### src/rtl/rob_alloc_ctrl.sv
// Reorder-buffer allocation controller: hands out sequential ROB IDs per decode group,
// tracks head/tail/occupancy, rewinds the tail on flush and blocks allocation while recovering.
module rob_alloc_ctrl #(
  parameter int ISSUE_WIDTH_MAX  = 4,
  parameter int RETIRE_WIDTH_MAX = 4,
  parameter int ROB_SIZE         = 32,
  parameter int ROB_SIZE_CLOG    = 5,
  parameter int RECOVER_CYC      = 2
) (
  input  logic                                      clk,
  input  logic                                      rst,
  input  logic [ISSUE_WIDTH_MAX-1:0]                instr_val_id,
  input  logic [$clog2(RETIRE_WIDTH_MAX+1)-1:0]     ret_cnt,
  input  logic                                      flush,
  input  logic [ROB_SIZE_CLOG-1:0]                  flush_robid,
  output logic [ISSUE_WIDTH_MAX*ROB_SIZE_CLOG-1:0]  rob_is_ptr,
  output logic                                      alloc_ok,
  output logic [ROB_SIZE_CLOG-1:0]                  rob_head,
  output logic [ROB_SIZE_CLOG-1:0]                  rob_tail,
  output logic [ROB_SIZE_CLOG:0]                    rob_cnt,
  output logic                                      rob_full,
  output logic                                      rob_empty,
  output logic                                      recovering
);

  localparam int PW = ROB_SIZE_CLOG;
  localparam int CW = ROB_SIZE_CLOG + 1;
  localparam int NW = $clog2(ISSUE_WIDTH_MAX + 1);
  localparam int RW = $clog2(RECOVER_CYC + 1);
  localparam logic [CW-1:0] CNT_MAX = CW'(ROB_SIZE);
  localparam logic [CW-1:0] CNT_ONE = CW'(1);
  localparam logic [PW-1:0] PTR_ONE = PW'(1);
  localparam logic [RW-1:0] REC_ONE = RW'(1);
  localparam logic [ISSUE_WIDTH_MAX-1:0] VAL_ONE = ISSUE_WIDTH_MAX'(1);

  typedef enum logic {ST_RUN, ST_RECOVER} state_e;

  state_e         state_q;
  logic [RW-1:0]  rec_q;
  logic           recovering_q;
  logic [PW-1:0]  head_q, head_d, tail_q, tail_d, flush_off;
  logic [CW-1:0]  cnt_q, cnt_d, n_alloc_w, ret_w;
  logic [NW-1:0]  n_alloc;

  always_comb begin
    n_alloc = '0;
    for (int i = 0; i < ISSUE_WIDTH_MAX; i++) begin
      n_alloc = n_alloc + NW'(instr_val_id[i]);
    end
  end

  assign n_alloc_w = CW'(n_alloc);
  assign ret_w     = CW'(ret_cnt);

  // Space check uses registered occupancy only; same-cycle retires do not help.
  assign alloc_ok = !rst && (state_q == ST_RUN) && !flush && (n_alloc != '0) &&
                    (n_alloc_w <= (CNT_MAX - cnt_q));

  always_comb begin
    for (int i = 0; i < ISSUE_WIDTH_MAX; i++) begin
      rob_is_ptr[i*PW +: PW] = tail_q + PW'(i);
    end
  end

  always_comb begin
    head_d    = head_q + PW'(ret_cnt);
    flush_off = flush_robid - head_d;
    tail_d    = tail_q;
    cnt_d     = cnt_q - ret_w;
    if (flush) begin
      tail_d = flush_robid + PTR_ONE;
      cnt_d  = {1'b0, flush_off} + CNT_ONE;
    end else if (alloc_ok) begin
      tail_d = tail_q + PW'(n_alloc);
      cnt_d  = cnt_q + n_alloc_w - ret_w;
    end
  end

  always_ff @(posedge clk or posedge rst) begin
    if (rst) begin
      head_q <= '0;
      tail_q <= '0;
      cnt_q  <= '0;
    end else begin
      head_q <= head_d;
      tail_q <= tail_d;
      cnt_q  <= cnt_d;
    end
  end

  // Recovery timer counts down to 1; a flush in any state reloads it.
  always_ff @(posedge clk or posedge rst) begin
    if (rst) begin
      state_q      <= ST_RUN;
      rec_q        <= '0;
      recovering_q <= 1'b0;
    end else if (flush) begin
      state_q      <= ST_RECOVER;
      rec_q        <= RW'(RECOVER_CYC);
      recovering_q <= 1'b1;
    end else if (state_q == ST_RECOVER) begin
      rec_q <= rec_q - REC_ONE;
      if (rec_q == REC_ONE) begin
        state_q      <= ST_RUN;
        recovering_q <= 1'b0;
      end
    end
  end

  assign rob_head   = head_q;
  assign rob_tail   = tail_q;
  assign rob_cnt    = cnt_q;
  assign rob_full   = (cnt_q == CNT_MAX);
  assign rob_empty  = (cnt_q == '0);
  assign recovering = recovering_q;

  a_thermo: assert property (@(posedge clk) disable iff (rst)
    ((instr_val_id & (instr_val_id + VAL_ONE)) == '0));
  a_ret: assert property (@(posedge clk) disable iff (rst) (ret_w <= cnt_q));
  a_flush: assert property (@(posedge clk) disable iff (rst)
    flush |-> ({1'b0, flush_off} < (cnt_q - ret_w)));

endmodule

### config.mk
export PLATFORM = sky130hd
export DESIGN_NAME = rob_alloc_ctrl
export DESIGN_NICKNAME = d
export VERILOG_FILES = /design/src/rtl/rob_alloc_ctrl.sv
export SDC_FILE = /design/constraint.sdc
export NUM_CORES = 1
export LEC_CHECK = 0
export ABC_AREA = 1
export ABC_CLOCK_PERIOD_IN_PS = 10000
export BUFFER_PORTS_ARGS = -buffer_cell sky130_fd_sc_hd__buf_2
export CORE_MARGIN = 10
export CORE_UTILIZATION = 50
export CTS_CLUSTER_DIAMETER = 80
export CTS_CLUSTER_SIZE = 10
export DETAILED_ROUTE_END_ITERATION = 8
export PLACE_DENSITY_LB_ADDON = 0.3
export SYNTH_ARGS = -nofsm -noshare
export SYNTH_HDL_FRONTEND = slang
export SYNTH_SLANG_ARGS = --single-unit
### constraint.sdc
create_clock -name clk -period 10 [get_ports clk]
set_input_delay 3 -clock clk [delete_from_list [all_inputs] [get_ports clk]]
set_output_delay 3 -clock clk [all_outputs]
set_load 0.1 [all_outputs]
=== Word-level counts from Yosys, hierarchy flattened ===
Index checks and enable logic that the tools add are counted.

* Register bits: 20
* Bits of input ports: 15
* Output and inout port bits: 40

* Equal/unequal tests: 2
* Reduce and logical (&&, ||, !) cells: 12
* Add/sub/neg operators: 16
* Bitwise logic cells: 1
* Order comparisons: 1
* Mux-type cells: 12

{| class="wikitable"
|+ Operators with widths
! operator !! number
|-
| $mux 6 || 2
|-
| $sub 6x3->6 || 2
|-
| $add 5x1->5 const B || 2
|-
| $add 5x2->5 const B || 2
|-
| $add 5x3->5 || 2
|-
| $mux 5 || 2
|-
| $add 5x1->6 const B || 1
|-
| $add 6x3->6 || 1
|-
| $eq 6x6->1 const B || 1
|-
| $le 3x6->1 || 1
|-
| $logic_not 6->1 || 1
|-
| $mux 1 || 6
|-
| $reduce_bool 2->1 || 3
|-
| $sub 6x6->6 const A || 1
|-
| $sub 5x5->5 || 1
|-
| $logic_and 1x1->1 || 4
|-
| $mux 2 || 2
|-
| $add 2x1->3 || 1
|-
| $add 3x1->3 || 1
|-
| $reduce_bool 3->1 || 1
|-
| $add 1x1->2 || 1
|-
| $eq 2x1->1 const B || 1
|-
| $logic_not 1->1 || 2
|-
| $reduce_and 2->1 || 1
|-
| other kinds (2) || 2
|}

=== Logic depth before layout (Yosys ltp) ===
Gate-level depths: netlist (run 1).

* Word-level depth: 8
* Gate-level depth with buffers: 19
* Gate-level depth less buffers: 19

=== Least setup slack after synthesis (run 1) ===
OpenSTA, ideal clock, no wires.

* Kind: input-to-output
* Start: in instr_val_id[0]
* End: out alloc_ok
* Setup slack: 1.489 ns
* Path buffers: 0
* Stages on the path: 13
* Arrival: 5.511 ns
* Cell sequence: inv_1 fa_1 inv_1 ha_1 ha_1 ha_1 nand2_1 nand2_1 a21oi_1 nor2_2 nand3_2 nand2_2 inv_1

* Word-level cells in the longest chain between the ends: 6
* Elaborated cells on any way between the ends: 7

{| class="wikitable"
|+ RTL lines
! what !! RTL line !! text
|-
| start, declared || 12 || <nowiki>input logic [ISSUE_WIDTH_MAX-1:0] instr_val_id,</nowiki>
|-
| $add 1x1->2 * || 48 || <nowiki>n_alloc = n_alloc + NW'(instr_val_id[i]);</nowiki>
|-
| $add 2x1->3 * || 48 ||
|-
| $add 3x1->3 * || 48 ||
|-
| branches (longest 2 deep; another with $le 3x6->1) || n/a ||
|-
| $logic_and 1x1->1 * || 56 || <nowiki>assign alloc_ok = !rst && (state_q == ST_RUN) && !flush && (n_alloc != '0) &&</nowiki>
|-
| end, declared || 17 || <nowiki>output logic alloc_ok,</nowiki>
|}

Mark *: on every way between the ends.

=== Final worst setup path (run 1) ===
Same ends and word-level chain as after synthesis.

==> results.sh, run 1 <==
export IMPL_status="finished clean"
export IMPL_syn_area_mm2=0.00230
export IMPL_synth_cells=310
export IMPL_dp_hpwl_mm=4.75
export IMPL_crit_slowest_cell="fa_1"
export IMPL_synth_xor_xnor_area_share=0.0722
export IMPL_wirelength_mm=5.59
export IMPL_worst_slew_pin_slew_ps=785
export IMPL_yosysTopAreaCell="dfrtp_1"
export IMPL_setup_tns_ps=0
export IMPL_grt_pass1_wl_mm=9.32
export IMPL_grt_start_max_net_pins=21
export IMPL_wire_per_inst_um=13.6
export IMPL_period_share=0.878
export IMPL_cts_root_buf="clkbuf_8"
export IMPL_yosys_most_used_dff="dfrtp_1"
export IMPL_die_width_um=87.9
export IMPL_synth_compound_gate_area_share=0.0603
export IMPL_dieArea_mm2=0.00772
export IMPL_drt_first_pass_iters=4
export IMPL_fp_coreArea_mm2=0.00441
export IMPL_synthAdderAreaFrac=0.265
export IMPL_ys_types=27
export IMPL_antenna_found_initial=0
export IMPL_rows=24
export IMPL_htree_num_levels=1
export IMPL_cts_inserted_buffers=3
export IMPL_cp_max_fo=12
export IMPL_synth_commonest_cells="nand2_1 (67), inv_1 (56), ha_1 (36)"
export IMPL_ys_async_sr_fraction=1.00
export IMPL_cp_end_kind="primary output"
export IMPL_critical_path_cell_chain="buf_2 > inv_1 > fa_1 > inv_1 > ha_1 > ha_1 > ha_1 > nand2_1 > nand2_1 > a21oi_1 > nor2_2 > nand3_2 > nand2_2 > inv_1 > buf_2"
export IMPL_drive_above_1_share=0.190
export IMPL_max_freq_ghz=0.114
export IMPL_place_congestion=0.875
export IMPL_finalSetupViolations=0
export IMPL_drv_slew=0
export IMPL_cts_tree="yes"
export IMPL_clk_path_buf_depth=2
export IMPL_muxShareOfSynthArea=0
export IMPL_relSlewSlack=0.476
export IMPL_port_buffers=54
export IMPL_syn2layout_area_growth_pct=14.5
export IMPL_critPathKind="in2out"
export IMPL_diodes=0
export IMPL_syn_nets=369
export IMPL_drtIter0Drc=142
export IMPL_synth_edf_count=0
export IMPL_crit_path_start_kind="primary input"
export IMPL_critPathArrivalTime_ps=5780
export IMPL_die_h_um=87.9
export IMPL_clock_sinks=20
export IMPL_drv_cap=0
export IMPL_skew_ps=11.4
export IMPL_initial_core_util=0.522
export IMPL_grt_use_total=0.146
export IMPL_min_period_ps=8780
export IMPL_cts_resized=0
export IMPL_vias_per_cell=5.16
export IMPL_final_antenna_net_count=0
export IMPL_ys_seq_area_frac=0.217
export IMPL_synth_area_top_cells="dfrtp_1 (22%), ha_1 (20%), nand2_1 (11%)"
export IMPL_synth_top_area_share=0.217
export IMPL_grt_overflow_total=0
export IMPL_grt_pass1_vias=2061
export IMPL_ys_ff_latch=20
export IMPL_fillers=397
export IMPL_drc=0
export IMPL_rsz0062_at_grt="false"
export IMPL_postCtsHoldBufs=0
export IMPL_hold_class="reg2reg"
export IMPL_ios=55
export IMPL_yosysMostFrequentCell="nand2_1"
export IMPL_syn_area_per_cell_um2=7.43
export IMPL_max_stage_delay_ps=530
export IMPL_yosys_warnings=0
export IMPL_clk_pin_slew_ps=80
export IMPL_num_vias=2116
export IMPL_finalNetCount=418
export IMPL_hold_viol_final=0
export IMPL_post_cts_buffers=0
export IMPL_required_ps=7000
export IMPL_worstSkewPairLatency_ps=260
export IMPL_yosys_area_share_simple=0.257
export IMPL_synth_top_family_by_area="adder cells"
==> cell type report <==
type | instances | area, µm² | area share
clock buffers | 3 | 41.3 | 0.0157
clock inverters | 1 | 30.0 | 0.0114
inverters | 59 | 221 | 0.0840
multi-input cells | 221 | 1510 | 0.572
flip-flops and latches | 20 | 500 | 0.190
well taps | 52 | 65.1 | 0.0247
repair buffers | 54 | 270 | 0.102
==> through the flow <==
step	hold WS, ps	utilization	instances	cell area [µm²]	setup slack, ps
after floorplan	507	-	310	2300	1490
after global placement	451	0.581	406	2570	1290
after detailed placement	462	0.581	406	2570	1200
after CTS	482	0.598	410	2640	1210
after global routing	525	0.598	410	2640	997
final	478	0.598	410	2640	1220
==> placed cells by master (no fill, tap or decap) <==
cell | Yosys | final
a21oi_1 | 13 | 13
a31oi_1 | 1 | 1
buf_2 | 1 | 54
bufinv_16 | 0 | 1
clkbuf_8 | 0 | 3
dfrtp_1 | 20 | 20
fa_1 | 8 | 8
ha_1 | 36 | 36
inv_1 | 56 | 56
inv_2 | 3 | 3
nand2_1 | 67 | 67
nand2_2 | 1 | 1
nand3_1 | 31 | 31
nand3_2 | 2 | 2
nand3b_1 | 6 | 6
nand4_1 | 3 | 3
nor2_1 | 14 | 14
nor2_2 | 1 | 1
nor3_1 | 3 | 3
nor3_2 | 1 | 1
o21ai_0 | 8 | 8
o21ai_1 | 3 | 3
o22ai_1 | 2 | 2
or2_2 | 2 | 2
xnor2_1 | 2 | 2
xor2_1 | 17 | 17
==> registers in the layout, summed over array words and instances, names as in the netlist <==
register	flops
rob_cnt	6
rob_head	5
rob_tail	5
rec_q	2
recovering	1
state_q	1
==> worst max-delay path: cells and delay by family <==
family                     cells  cell delay [ps]
adders and majority gates      4             1400
buffers and inverters          5              810
and+or+nand+nor                5              400
AOI/OAI and AO/OA              1              150
==> metal layers <==
metal,track usage,part of all wire,wire length [µm],vias up
met3,0.0306,0.054,304,6
met1,0.178,0.44,2470,989
met4,0.0333,0.010,57,0
met5,0,0,0,-
met2,0.257,0.49,2760,48
li1,-,-,-,1073
==> cells by family after synthesis <==
family | Yosys count
compound gates | 27
simple gates | 131
buf+inv | 69
flops | 20
fa+ha+maj | 44
xor+xnor | 19
==> final timing paths <==
| kind | from | end | slack (ps) | cells past startpoint |
|---|---|---|---|---|
| min in group asynchronous | rst | rob_tail[1] | 2900 | 2 |
| setup / recovery | instr_val_id[0] | alloc_ok | 1220 | 15 |
| max in group asynchronous | rst | rob_head[4] | 6600 | 2 |
| hold / removal | recovering | recovering | 480 | 2 |
| hold reg to reg | recovering | recovering | 480 | 2 |
| setup reg to reg | rob_head[0] | rob_cnt[3] | 7450 | 12 |
Power of run 1 is left out: the tool's default activity adds up to more than one toggle a clock period on the data nets, which glitch-free logic cannot reach.
==> run 2, diff against run 1 <==
MAX_ROUTING_LAYER = met4   (was unset)
==> run 2 against run 1 <==
Effect of this change:
- clock skew barely moved
- critical endpoint unchanged
- non-clock buffer count did not move
- sequential share of layout area did not move
- worst setup slack did not move
- wire length barely moved
- final cell count did not move
- critical path type unchanged
- cell area did not move
- critical path depth did not move
- die area did not move
- clock-buffer cell count did not move
- first-iteration DRC count did not move
==> results.sh, run 2 (synthesized netlist as in run 1, its figures left out) <==
export IMPL_status="finished clean"
export IMPL_rr_worst_depth=12
export IMPL_path_depth=15
export IMPL_skew_ps=11.4
export IMPL_grt_use_total=0.151
export IMPL_grt_start_max_net_pins=21
export IMPL_cp_end_kind="primary output"
export IMPL_postCtsHoldBufs=0
export IMPL_clock_sinks=20
export IMPL_grt_pass1_vias=2061
export IMPL_clk_path_buf_depth=2
export IMPL_drive_above_1_share=0.190
export IMPL_rows=24
export IMPL_die_h_um=87.9
export IMPL_min_period_ps=8780
export IMPL_largest_reg_flops=6
export IMPL_max_freq_ghz=0.114
export IMPL_clk_pin_slew_ps=80
export IMPL_syn2layout_area_growth_pct=14.5
export IMPL_initial_core_util=0.522
export IMPL_drv_slew=0
export IMPL_vias_per_cell=5.16
export IMPL_final_util=0.598
export IMPL_wirelength_mm=5.59
export IMPL_cts_inserted_buffers=3
export IMPL_antenna_found_initial=0
export IMPL_critical_path_cell_chain="buf_2 > inv_1 > fa_1 > inv_1 > ha_1 > ha_1 > ha_1 > nand2_1 > nand2_1 > a21oi_1 > nor2_2 > nand3_2 > nand2_2 > inv_1 > buf_2"
export IMPL_ios=55
export IMPL_worst_path_buf_inv=5
export IMPL_grt_overflow_total=0
export IMPL_cts_tree="yes"
export IMPL_wire_per_inst_um=13.6
export IMPL_fp_coreArea_mm2=0.00441
export IMPL_dieArea_mm2=0.00772
export IMPL_htree_num_levels=1
export IMPL_cts_root_buf="clkbuf_8"
export IMPL_period_share=0.878
export IMPL_final_cell_mix="nand2_1 (67), inv_1 (56), buf_2 (54), ha_1 (36), nand3_1 (31)"
export IMPL_crit_path_start_kind="primary input"
export IMPL_hold_viol_final=0
export IMPL_worst_slew_pin_slew_ps=785
export IMPL_critPathTopFamily="adder cells"
export IMPL_whs_ps=478
export IMPL_dp_hpwl_mm=4.75
export IMPL_drt_first_pass_iters=4
export IMPL_post_cts_buffers=0
export IMPL_rsz0062_at_grt="false"
export IMPL_port_buffers=54
export IMPL_diodes=0
export IMPL_critPathKind="in2out"
export IMPL_crit_slowest_cell="fa_1"
export IMPL_place_congestion=0.890
export IMPL_max_stage_delay_ps=530
export IMPL_worstSkewPairLatency_ps=260
export IMPL_setup_tns_ps=0
export IMPL_num_vias=2116
export IMPL_die_width_um=87.9
export IMPL_drc=0
export IMPL_cp_max_fo=12
export IMPL_grt_pass1_wl_mm=9.32
export IMPL_hold_path_depth=2
export IMPL_required_ps=7000
export IMPL_finalNetCount=418
export IMPL_relSlewSlack=0.476
export IMPL_cts_resized=0
export IMPL_critPathArrivalTime_ps=5780
export IMPL_drtIter0Drc=142
export IMPL_final_antenna_net_count=0
export IMPL_drv_cap=0
export IMPL_hold_class="reg2reg"
export IMPL_finalSetupViolations=0
export IMPL_final_common_cell="nand2_1"
## run 2: cell counts in the layout (fill, tap and decap cells not counted)
Identical to the previous run, type by type.
## run 2: metrics by stage
step | std cells | instance area (µm²) | worst slack [ps]
final | 410 | 2640 | 1220
after CTS | 410 | 2640 | 1210
after global placement | 406 | 2570 | 1290
after floorplan | 310 | 2300 | 1490
after global routing | 410 | 2640 | 997
after detailed placement | 406 | 2570 | 1200
## run 2: layout make-up
type | count | area, µm²
multi-input cells | 221 | 1510
flip-flops and latches | 20 | 500
well taps | 52 | 65.1
inverters | 59 | 221
clock buffers | 3 | 41.3
clock inverters | 1 | 30.0
repair buffers | 54 | 270
fillers | 397 | 1780
## run 2: worst reg2reg max path, stage by stage (launching register included)
cell and delay [ps]:
dfrtp_1 390, ha_1 230, fa_1 410, xor2_1 200, inv_1 60, ha_1 330
a21oi_1 190, nand3b_1 110, nand2_1 80, inv_1 60, or2_2 270, nand3_1 70
nand2_1 50
## run 2: final timing paths
check | slack, ps | to | from
setup / recovery | 1220 | alloc_ok | instr_val_id[0]
hold / removal | 480 | recovering | recovering
setup reg to reg | 7450 | rob_cnt[3] | rob_head[0]
hold reg to reg | 480 | recovering | recovering
max in group asynchronous | 6600 | rob_head[4] | rst
min in group asynchronous | 2900 | rob_tail[1] | rst
## run 2: layer usage
metal | share of wire | vias up | wire, µm | global-route usage
met1 | 0.45 | 989 | 2510 | 0.181
met4 | 0.010 | 0 | 57 | 0.0333
met5 | 0 | - | 0 | -
met2 | 0.49 | 48 | 2760 | 0.257
li1 | - | 1073 | - | -
met3 | 0.047 | 6 | 263 | 0.0251
Power of run 2 is left out for the same reason.
==> run 3, diff against run 2 <==
ABC_AREA = unset   (was 1)
CORE_ASPECT_RATIO = 0.8   (was unset)
==> run 3 against run 2 <==
Effect of this change:
- critical endpoint unchanged
- synthesized area is 2.3% lower
- largest cell class unchanged
- global-route usage is 0.43 points higher
- cell area is 1.4% lower
- first-iteration DRC count is 11% lower
- highest routed layer unchanged
==> results.sh, run 3 <==
export IMPL_rsz0062_at_grt="false"
export IMPL_largest_reg_flops=6
export IMPL_cts_resized=0
export IMPL_finalNetCount=354
export IMPL_grt_overflow_total=0
export IMPL_yosysMostFrequentCell="inv_1"
export IMPL_drt_first_pass_iters=5
export IMPL_grt_use_total=0.155
export IMPL_critPathArrivalTime_ps=5820
export IMPL_dieArea_mm2=0.00760
export IMPL_num_vias=1795
export IMPL_antenna_found_initial=0
export IMPL_layout_setup_ws_ps=1180
export IMPL_relSlewSlack=0.472
export IMPL_final_cell_mix="buf_2 (54), inv_1 (41), ha_1 (36), xnor2_1 (23), dfrtp_1 (20)"
export IMPL_final_util=0.611
export IMPL_htree_num_levels=1
export IMPL_multi_input_area_mm2=0.00152
export IMPL_cts_inserted_buffers=3
export IMPL_final_antenna_net_count=0
export IMPL_seqCellArea_um2=500
export IMPL_diodes=0
export IMPL_yosys_warnings=0
export IMPL_grt_start_max_net_pins=21
export IMPL_worstSkewPairLatency_ps=260
export IMPL_final_common_cell="buf_2"
export IMPL_crit_path_start_kind="primary input"
export IMPL_yosysTopAreaCell="dfrtp_1"
export IMPL_clock_sinks=20
export IMPL_ys_seq_area_frac=0.222
export IMPL_postCtsHoldBufs=0
export IMPL_drtIter0Drc=127
export IMPL_place_congestion=0.874
export IMPL_finalSetupViolations=0
export IMPL_hold_viol_final=0
export IMPL_grt_pass1_wl_mm=9.25
export IMPL_synth_commonest_cells="inv_1 (41), ha_1 (36), xnor2_1 (23)"
export IMPL_place_ws_ps=1200
export IMPL_min_period_ps=8820
export IMPL_drv_slew=0
export IMPL_drive_above_1_share=0.235
export IMPL_syn_area_mm2=0.00225
export IMPL_dp_hpwl_mm=4.49
export IMPL_synth_area_top_cells="dfrtp_1 (22%), ha_1 (20%), xnor2_1 (8.9%)"
export IMPL_fp_coreArea_mm2=0.00426
export IMPL_setup_tns_ps=0
export IMPL_required_ps=7000
export IMPL_drv_cap=0
export IMPL_syn_area_per_cell_um2=9.15
export IMPL_ios=55
export IMPL_cts_root_buf="clkbuf_8"
export IMPL_max_freq_ghz=0.113
export IMPL_clk_pin_slew_ps=80
export IMPL_ys_async_sr_fraction=1.00
export IMPL_worst_slew_pin_slew_ps=791
export IMPL_post_cts_buffers=0
export IMPL_period_share=0.882
export IMPL_synth_cells=246
export IMPL_port_buffers=54
export IMPL_initial_core_util=0.529
export IMPL_critPathKind="in2out"
export IMPL_die_width_um=95.0
export IMPL_wirelength_mm=5.35
export IMPL_fillers=379
export IMPL_die_h_um=80.0
export IMPL_ys_types=42
export IMPL_cp_max_fo=8
export IMPL_syn2layout_area_growth_pct=15.5
export IMPL_yosys_most_used_dff="dfrtp_1"
export IMPL_synth_edf_count=0
export IMPL_wire_per_inst_um=15.2
export IMPL_vias_per_cell=5.11
export IMPL_synth_top_area_share=0.222
export IMPL_drc=0
export IMPL_syn_nets=305
export IMPL_clk_path_buf_depth=2
export IMPL_ys_ff_latch=20
export IMPL_cp_end_kind="primary output"
export IMPL_rows=21
export IMPL_hold_class="reg2reg"
export IMPL_cts_tree="yes"
export IMPL_grt_pass1_vias=1894
export IMPL_skew_ps=3.96
export IMPL_status="finished clean"
-- run 3: cell types whose count changed after synthesis, sizes merged, moves of 3 or more --
cell    previous run  this run
a21o               0         6
xnor2              2        23
o21ai             11         6
xor2              17        13
nor2              15        12
inv               59        43
nor2b              0         3
a22oi              0         3
nand2             68        11
nand3             33         9
nand3b             6         0
o221ai             0         3
-- run 3: final timing paths --
path | cells after the start | from | slack (ps) | endpoint
worst max-delay path | 13 | instr_val_id[0] | 1180 | alloc_ok
worst min-delay path | 2 | recovering | 490 | recovering
worst max register to register | 9 | rob_head[0] | 7140 | rob_cnt[4]
worst min register to register | 2 | recovering | 490 | recovering
max in group asynchronous | 2 | rst | 6610 | rob_cnt[1]
min in group asynchronous | 2 | rst | 2900 | rob_cnt[3]
-- run 3: through the flow --
step	hold WS (ps)	area [µm²]	cells
6_report	486	2600	351
5_1_grt	512	2600	351
4_1_cts	488	2600	351
3_5_place_dp	469	2530	347
3_3_place_gp	460	2530	347
2_1_floorplan	507	2250	246
-- run 3: layout make-up --
class,instances,area share
Tap cell,57,0.0274
Sequential cell,20,0.192
Multi-Input combinational cell,172,0.584
Clock inverter,1,0.0115
Clock buffer,3,0.0159
Timing Repair Buffer,54,0.104
Inverter,44,0.0645
-- run 3: kinds of logic (layout without fill, tap and decap cells) --
group	count (synthesis)	in the layout	share of synthesized area
buffers and inverters	54	102	0.103
and+or+nand+nor	49	49	0.113
adders and majority gates	44	44	0.271
AOI/OAI and AO/OA	41	41	0.142
xor gates and xnor gates	36	36	0.140
DFF	20	20	0.222
muxes	2	2	0.00889
-- run 3: critical path, stage by stage --
cell,delay [ps]
buf_2,80
inv_1,40
fa_1,530
inv_1,50
ha_1,170
ha_1,350
ha_1,330
nor2b_1,140
o21ai_0,160
nand2b_1,160
a21o_4,270
inv_4,100
buf_2,440
-- run 3: per-layer routing --
layer / vias up / part of all wire / global-route usage
met5: - / 0 / -
li1: 916 / - / -
met3: 6 / 0.035 / 0.0207
met1: 837 / 0.48 / 0.193
met2: 36 / 0.48 / 0.257
met4: 0 / 0.0073 / 0.0418
Power of run 3 is left out for the same reason.
